[src/rtl/key_pkg.sv]
// Shared definitions for the active-low key debouncer: per-channel FSM states
// and the default filter length (20 ms at 50 MHz).
package key_pkg;

    typedef enum logic [1:0] {
        ST_IDLE         = 2'd0,
        ST_PRESS_FILT   = 2'd1,
        ST_DOWN         = 2'd2,
        ST_RELEASE_FILT = 2'd3
    } key_state_t;

    localparam logic [31:0] CNT_MAX_DEFAULT = 32'd999_999;

endpackage

[src/rtl/key_filter_ch.sv]
// One debounce channel: two-flop synchroniser, stability counter and FSM
// producing a registered level plus one-cycle press/release pulses.
module key_filter_ch
    import key_pkg::*;
#(
    parameter logic [31:0] CNT_MAX = CNT_MAX_DEFAULT
) (
    input  logic clk,
    input  logic rst,
    input  logic n_key,
    output logic key_level,
    output logic key_press,
    output logic key_release
);

    logic        sync1;
    logic        sync2;
    logic [31:0] cnt;
    key_state_t  state;

    always_ff @(posedge clk) begin
        if (rst) begin
            sync1 <= 1'b1;
            sync2 <= 1'b1;
        end else begin
            sync1 <= n_key;
            sync2 <= sync1;
        end
    end

    // key_level tracks the state being entered, so it moves with the pulses.
    always_ff @(posedge clk) begin
        if (rst) begin
            state       <= ST_IDLE;
            cnt         <= '0;
            key_level   <= 1'b0;
            key_press   <= 1'b0;
            key_release <= 1'b0;
        end else begin
            key_press   <= 1'b0;
            key_release <= 1'b0;
            case (state)
                ST_IDLE: begin
                    key_level <= 1'b0;
                    if (!sync2) begin
                        state <= ST_PRESS_FILT;
                        cnt   <= '0;
                    end
                end
                ST_PRESS_FILT: begin
                    if (sync2) begin
                        state     <= ST_IDLE;
                        cnt       <= '0;
                        key_level <= 1'b0;
                    end else if (cnt == CNT_MAX) begin
                        state     <= ST_DOWN;
                        cnt       <= '0;
                        key_level <= 1'b1;
                        key_press <= 1'b1;
                    end else begin
                        cnt       <= cnt + 32'd1;
                        key_level <= 1'b0;
                    end
                end
                ST_DOWN: begin
                    key_level <= 1'b1;
                    if (sync2) begin
                        state <= ST_RELEASE_FILT;
                        cnt   <= '0;
                    end
                end
                ST_RELEASE_FILT: begin
                    if (!sync2) begin
                        state     <= ST_DOWN;
                        cnt       <= '0;
                        key_level <= 1'b1;
                    end else if (cnt == CNT_MAX) begin
                        state       <= ST_IDLE;
                        cnt         <= '0;
                        key_level   <= 1'b0;
                        key_release <= 1'b1;
                    end else begin
                        cnt       <= cnt + 32'd1;
                        key_level <= 1'b1;
                    end
                end
                default: begin
                    state     <= ST_IDLE;
                    cnt       <= '0;
                    key_level <= 1'b0;
                end
            endcase
        end
    end

endmodule

[src/rtl/key_filter_4.sv]
// Four independent debounce channels for the active-low push keys; outputs
// are active high.
module key_filter_4
    import key_pkg::*;
#(
    parameter logic [31:0] CNT_MAX = CNT_MAX_DEFAULT,
    parameter int          KEY_NUM = 4
) (
    input  logic               clk,
    input  logic               rst,
    input  logic [KEY_NUM-1:0] n_key_in,
    output logic [KEY_NUM-1:0] key_level,
    output logic [KEY_NUM-1:0] key_press,
    output logic [KEY_NUM-1:0] key_release
);

    for (genvar i = 0; i < KEY_NUM; i++) begin : g_ch
        key_filter_ch #(
            .CNT_MAX (CNT_MAX)
        ) u_ch (
            .clk         (clk),
            .rst         (rst),
            .n_key       (n_key_in[i]),
            .key_level   (key_level[i]),
            .key_press   (key_press[i]),
            .key_release (key_release[i])
        );
    end

endmodule

[config.mk]
export PLATFORM = sky130hd
export DESIGN_NAME = key_filter_4
export DESIGN_NICKNAME = d
export VERILOG_FILES = /design/src/rtl/key_pkg.sv /design/src/rtl/key_filter_ch.sv /design/src/rtl/key_filter_4.sv
export SDC_FILE = /design/constraint.sdc
export NUM_CORES = 1
export LEC_CHECK = 0
export CAP_MARGIN = 30
export CELL_PAD_IN_SITES_DETAIL_PLACEMENT = 1
export CELL_PAD_IN_SITES_GLOBAL_PLACEMENT = 2
export CORE_UTILIZATION = 25
export DETAILED_ROUTE_END_ITERATION = 8
export PLACE_DENSITY_LB_ADDON = 0.1
export SLEW_MARGIN = 30
export SYNTH_ARGS = -nofsm -noshare
export SYNTH_HDL_FRONTEND = slang
export SYNTH_HIERARCHICAL = 1
export SYNTH_SLANG_ARGS = --single-unit
[constraint.sdc]
create_clock -name clk -period 2.63 [get_ports clk]
set_input_delay 0.6575 -clock clk [delete_from_list [all_inputs] [get_ports clk]]
set_output_delay 0.6575 -clock clk [all_outputs]
set_load 0.01 [all_outputs]
==> reports/results.md <==
| Metric | Reported |
| --- | --- |
| Run status | completed |
| Vias in the first global route | 7534 |
| Fraction of final layout cells sized beyond drive strength 1 | 10.6% |
| Predominant post-synthesis flop cell | dfxtp_1 |
| Max-capacitance violation count | 0 |
| Flip-flop and latch count after synthesis | 156 |
| Endpoint kind of the worst setup timing path | register |
| Post-synthesis cell type with the largest combined area | dfxtp_1 |
| Largest cells by area after synthesis | dfxtp_1, a31oi_1, nand3_1 |
| Die X-Extent | 182 um |
| Power density over the cells | 563 nW/um^2 |
| Asr flop ratio synth | 0% |
| Summed instance area of the synthesized netlist | 8060 um^2 |
| Worst flop-to-flop path endpoint | g_ch[3].u_ch/cnt[15] |
| RSZ-0062 raised after global routing | no |
| Start point of the worst min-delay path | g_ch[1].u_ch/sync1 |
| Detailed Route Iter0 Violations | 265 |
| Area fraction of the dominant cell type after synthesis | 38.8% |
| Post-layout nets | 979 |
| Post-DRT Antenna Nets | 0 |
| HPWL Detailed | 16.4 mm |
| Critical path required time | 3.00 ns |
| Count of different cell masters after synthesis | 58 |
| Tmin final | 2.38 ns |
| Clock transition at the registers of the reported paths | 0.07 ns |
| Depth of the most critical reg-to-reg path | 7 |
| Setup crit start kind | register |
| Post-Syn Instances | 964 |
| Startpoint of the worst setup timing path | g_ch[3].u_ch/cnt[0] |
| Cell at the root of the clock tree | clkbuf_16 |
| Total routed wirelength | 24.6 mm |
| Placer Congestion | 0.700 |
| CTS tree | done |
| Via count | 7529 |
| Syn Nets | 974 |
| Post-detailed-route via-to-cell ratio | 5.44 |
| Ys Warns | 6 |
| Share of synthesized area occupied by flip-flops and latches | 38.8% |
| Area of the die | 33000 um^2 |
| Skew-Pair Late Insertion Delay | 0.44 ns |
| Slack of the critical path | 0.253 ns |
| Worst IR drop on VDD | 0.443 mV |
| Number of synthesized flops with an enable pin | 0 |
| Area growth from synthesis to layout | 16.4% |
| Syn_area_per_cell | 8.36 um^2 |
| Average detailed-routed wire length per instance | 17.7 um |
| Worst Max-Slew Pin Slew | 0.775 ns |
| Leak Pwr | 2.91 nW |
| Number of CTS-inserted buffers | 17 |
| Number of top-level pins | 18 |
| # H-tree levels | 4 |
| Clock Skews | 0.0130 ns |
| Number of clock sinks | 156 |
| Path class of the lowest-slack min-delay path | register to register |
| Crit Path Max Fanout | 27 |
| Grt total ovfl | 0 |
| Post-Place Worst Slack | 0.274 ns |
| Register-to-Register Setup Slack | 0.25 ns |
| Buffers added on ports | 17 |
| Number of design rule violations left after detail routing | 0 |
| Number of antenna violations at the first check in global routing | 0 |
| Area of the core | 31600 um^2 |
| Setup Total Neg Slack | 0 ns |
| Starting Density | 25.5% |
| Part of the cycle the worst path needs | 90.4% |
| Cell Rows | 65 |
| Worst setup path end | g_ch[3].u_ch/cnt[15] |
| Class of the most critical setup path | register to register |
| 1st-pass router iterations | 4 |
| Post-CTS resize count | 0 |
| Max transition margin | 48.1% |
| Crit path DAT | 2.75 ns |
| CTS Hold Bufs | 0 |
| Die span in y | 182 um |
| Post-layout utilization of the core | 29.6% |
| GRT Resource Usage Total | 15.3% |
| Wire length of the first global-routing pass | 40.9 mm |
| Final number of max-transition violations | 0 |
| F_max | 421 MHz |
| Max Root-Sink Buffers | 2 |
| Reg2Reg Launch Point | g_ch[3].u_ch/cnt[0] |
| Post-CTS setup-driven buffer insertion count | 0 |
| Largest net degree at the start of global routing | 50 |
| Final hold violations | 0 |
| Diodes inserted | 0 |
| Final count of negative-setup-slack endpoints | 0 |
==> report_power, final <==
part	leakage (nW)	internal, W	switching [W]
registers	1.26	0.00237	0.00000759
logic	1.34	0.0000443	0.000101
clock network	0.311	0.00165	0.00111
total	2.91	0.00407	0.00121
==> area by class of cell <==
cell class,instances,area [um^2]
flip-flops and latches,156,3120
fillers,3673,22300
inverters,15,56.3
repair buffers,47,440
multi-input cells,732,4610
clock inverters,12,185
clock buffers,20,457
well taps,402,503
==> registers in the layout (all words and copies together) (netlist names), named ones only <==
signal / count
g_ch.u_ch/key_press: 4
g_ch.u_ch/key_level: 4
g_ch.u_ch/key_release: 4
g_ch.u_ch/sync1: 4
g_ch.u_ch/sync2: 4
g_ch.u_ch/cnt: 128
g_ch.u_ch/state: 4
==> stage by stage <==
stage | hold slack [ns] | area [um^2] | power, W | std cells
4_1_cts | 0.416 | 9370 | 0.00540 | 1384
6_report | 0.410 | 9380 | 0.00528 | 1384
2_1_floorplan | 0.389 | 8060 | 0.00251 | 964
3_5_place_dp | 0.398 | 8730 | 0.00258 | 1352
3_3_place_gp | 0.391 | 8730 | 0.00258 | 1352
5_1_grt | 0.430 | 9380 | 0.00549 | 1384
==> cell usage in the layout, fill, tap and decap left out, types with 6 or more instances in the layout <==
cell type and n:
dfxtp_1 156, a31oi_1 101, nand3_1 79, nand2_1 72, nand4_1 58, nor2_1 48, a21oi_1 40, and3_1 37
buf_4 26, a41oi_1 23, nor3_1 21, o21ai_0 20, mux2i_1 19, nor4_1 18, nand3b_1 18, clkbuf_16 17
clkdlybuf4s50_1 16, inv_1 15, nor3b_1 13, and4_1 12, or2_2 12, and2_1 11, xor2_1 10, or3_1 10
o21ai_1 9, nor3_2 8, xnor2_1 8, o22ai_1 6
==> kinds of logic (layout without fill, tap and decap cells) <==
logic type      Yosys count  count (layout)  share of synthesized area (%)
simple gates            457             457                           33.1
fa+ha+maj                 4               4                          0.621
mux                      19              19                           2.36
xor+xnor                 18              18                           1.96
compound gates          234             234                           18.8
flops                   156             156                           38.8
buf+inv                  76              94                           4.41
==> how the worst min path moves through the flow <==
stage | endpoint | depth (start not counted)
after floorplan | g_ch[0].u_ch/sync2 | 1
after global placement | g_ch[0].u_ch/sync2 | 1
after detailed placement | g_ch[1].u_ch/sync2 | 1
after CTS | g_ch[1].u_ch/sync2 | 1
after global routing | g_ch[2].u_ch/sync2 | 1
final | g_ch[1].u_ch/sync2 | 1
==> synthesized netlist by cell type (6+ instances only) <==
library cell  count
dfxtp_1         156
buf_6             6
nor4_1           18
o21ai_1           9
o21ai_0          20
or3_1            10
nand3_1          79
mux2i_1          19
and2_1           11
and3_1           37
nand4_1          58
a31oi_1         101
a41oi_1          23
buf_2            20
nor2_1           48
and4_1           12
nand3b_1         18
o22ai_1           6
a21oi_1          40
xor2_1           10
inv_1            15
nand2_1          72
or2_2            12
nor3b_1          13
xnor2_1           8
clkbuf_1         34
nor3_1           26
==> worst max-delay path, stage by stage (launching register included) <==
cell and delay, ns:
dfxtp_1 0.35, ha_1 0.28, and4_1 0.31, and4_4 0.24, a211oi_4 0.44, buf_4 0.37, o21ai_0 0.14, a31oi_1 0.18
==> layer usage <==
| layer | GRT usage [%] | wire [um] | up-vias |
|---|---|---|---|
| met2 | 24.1 | 11000 | 63 |
| li1 | - | - | 3740 |
| met3 | 2.45 | 483 | 14 |
| met4 | 4.54 | 229 | 0 |
| met5 | 0 | 0 | - |
| met1 | 21.3 | 12900 | 3712 |
(Power assumes the default switching activity.)
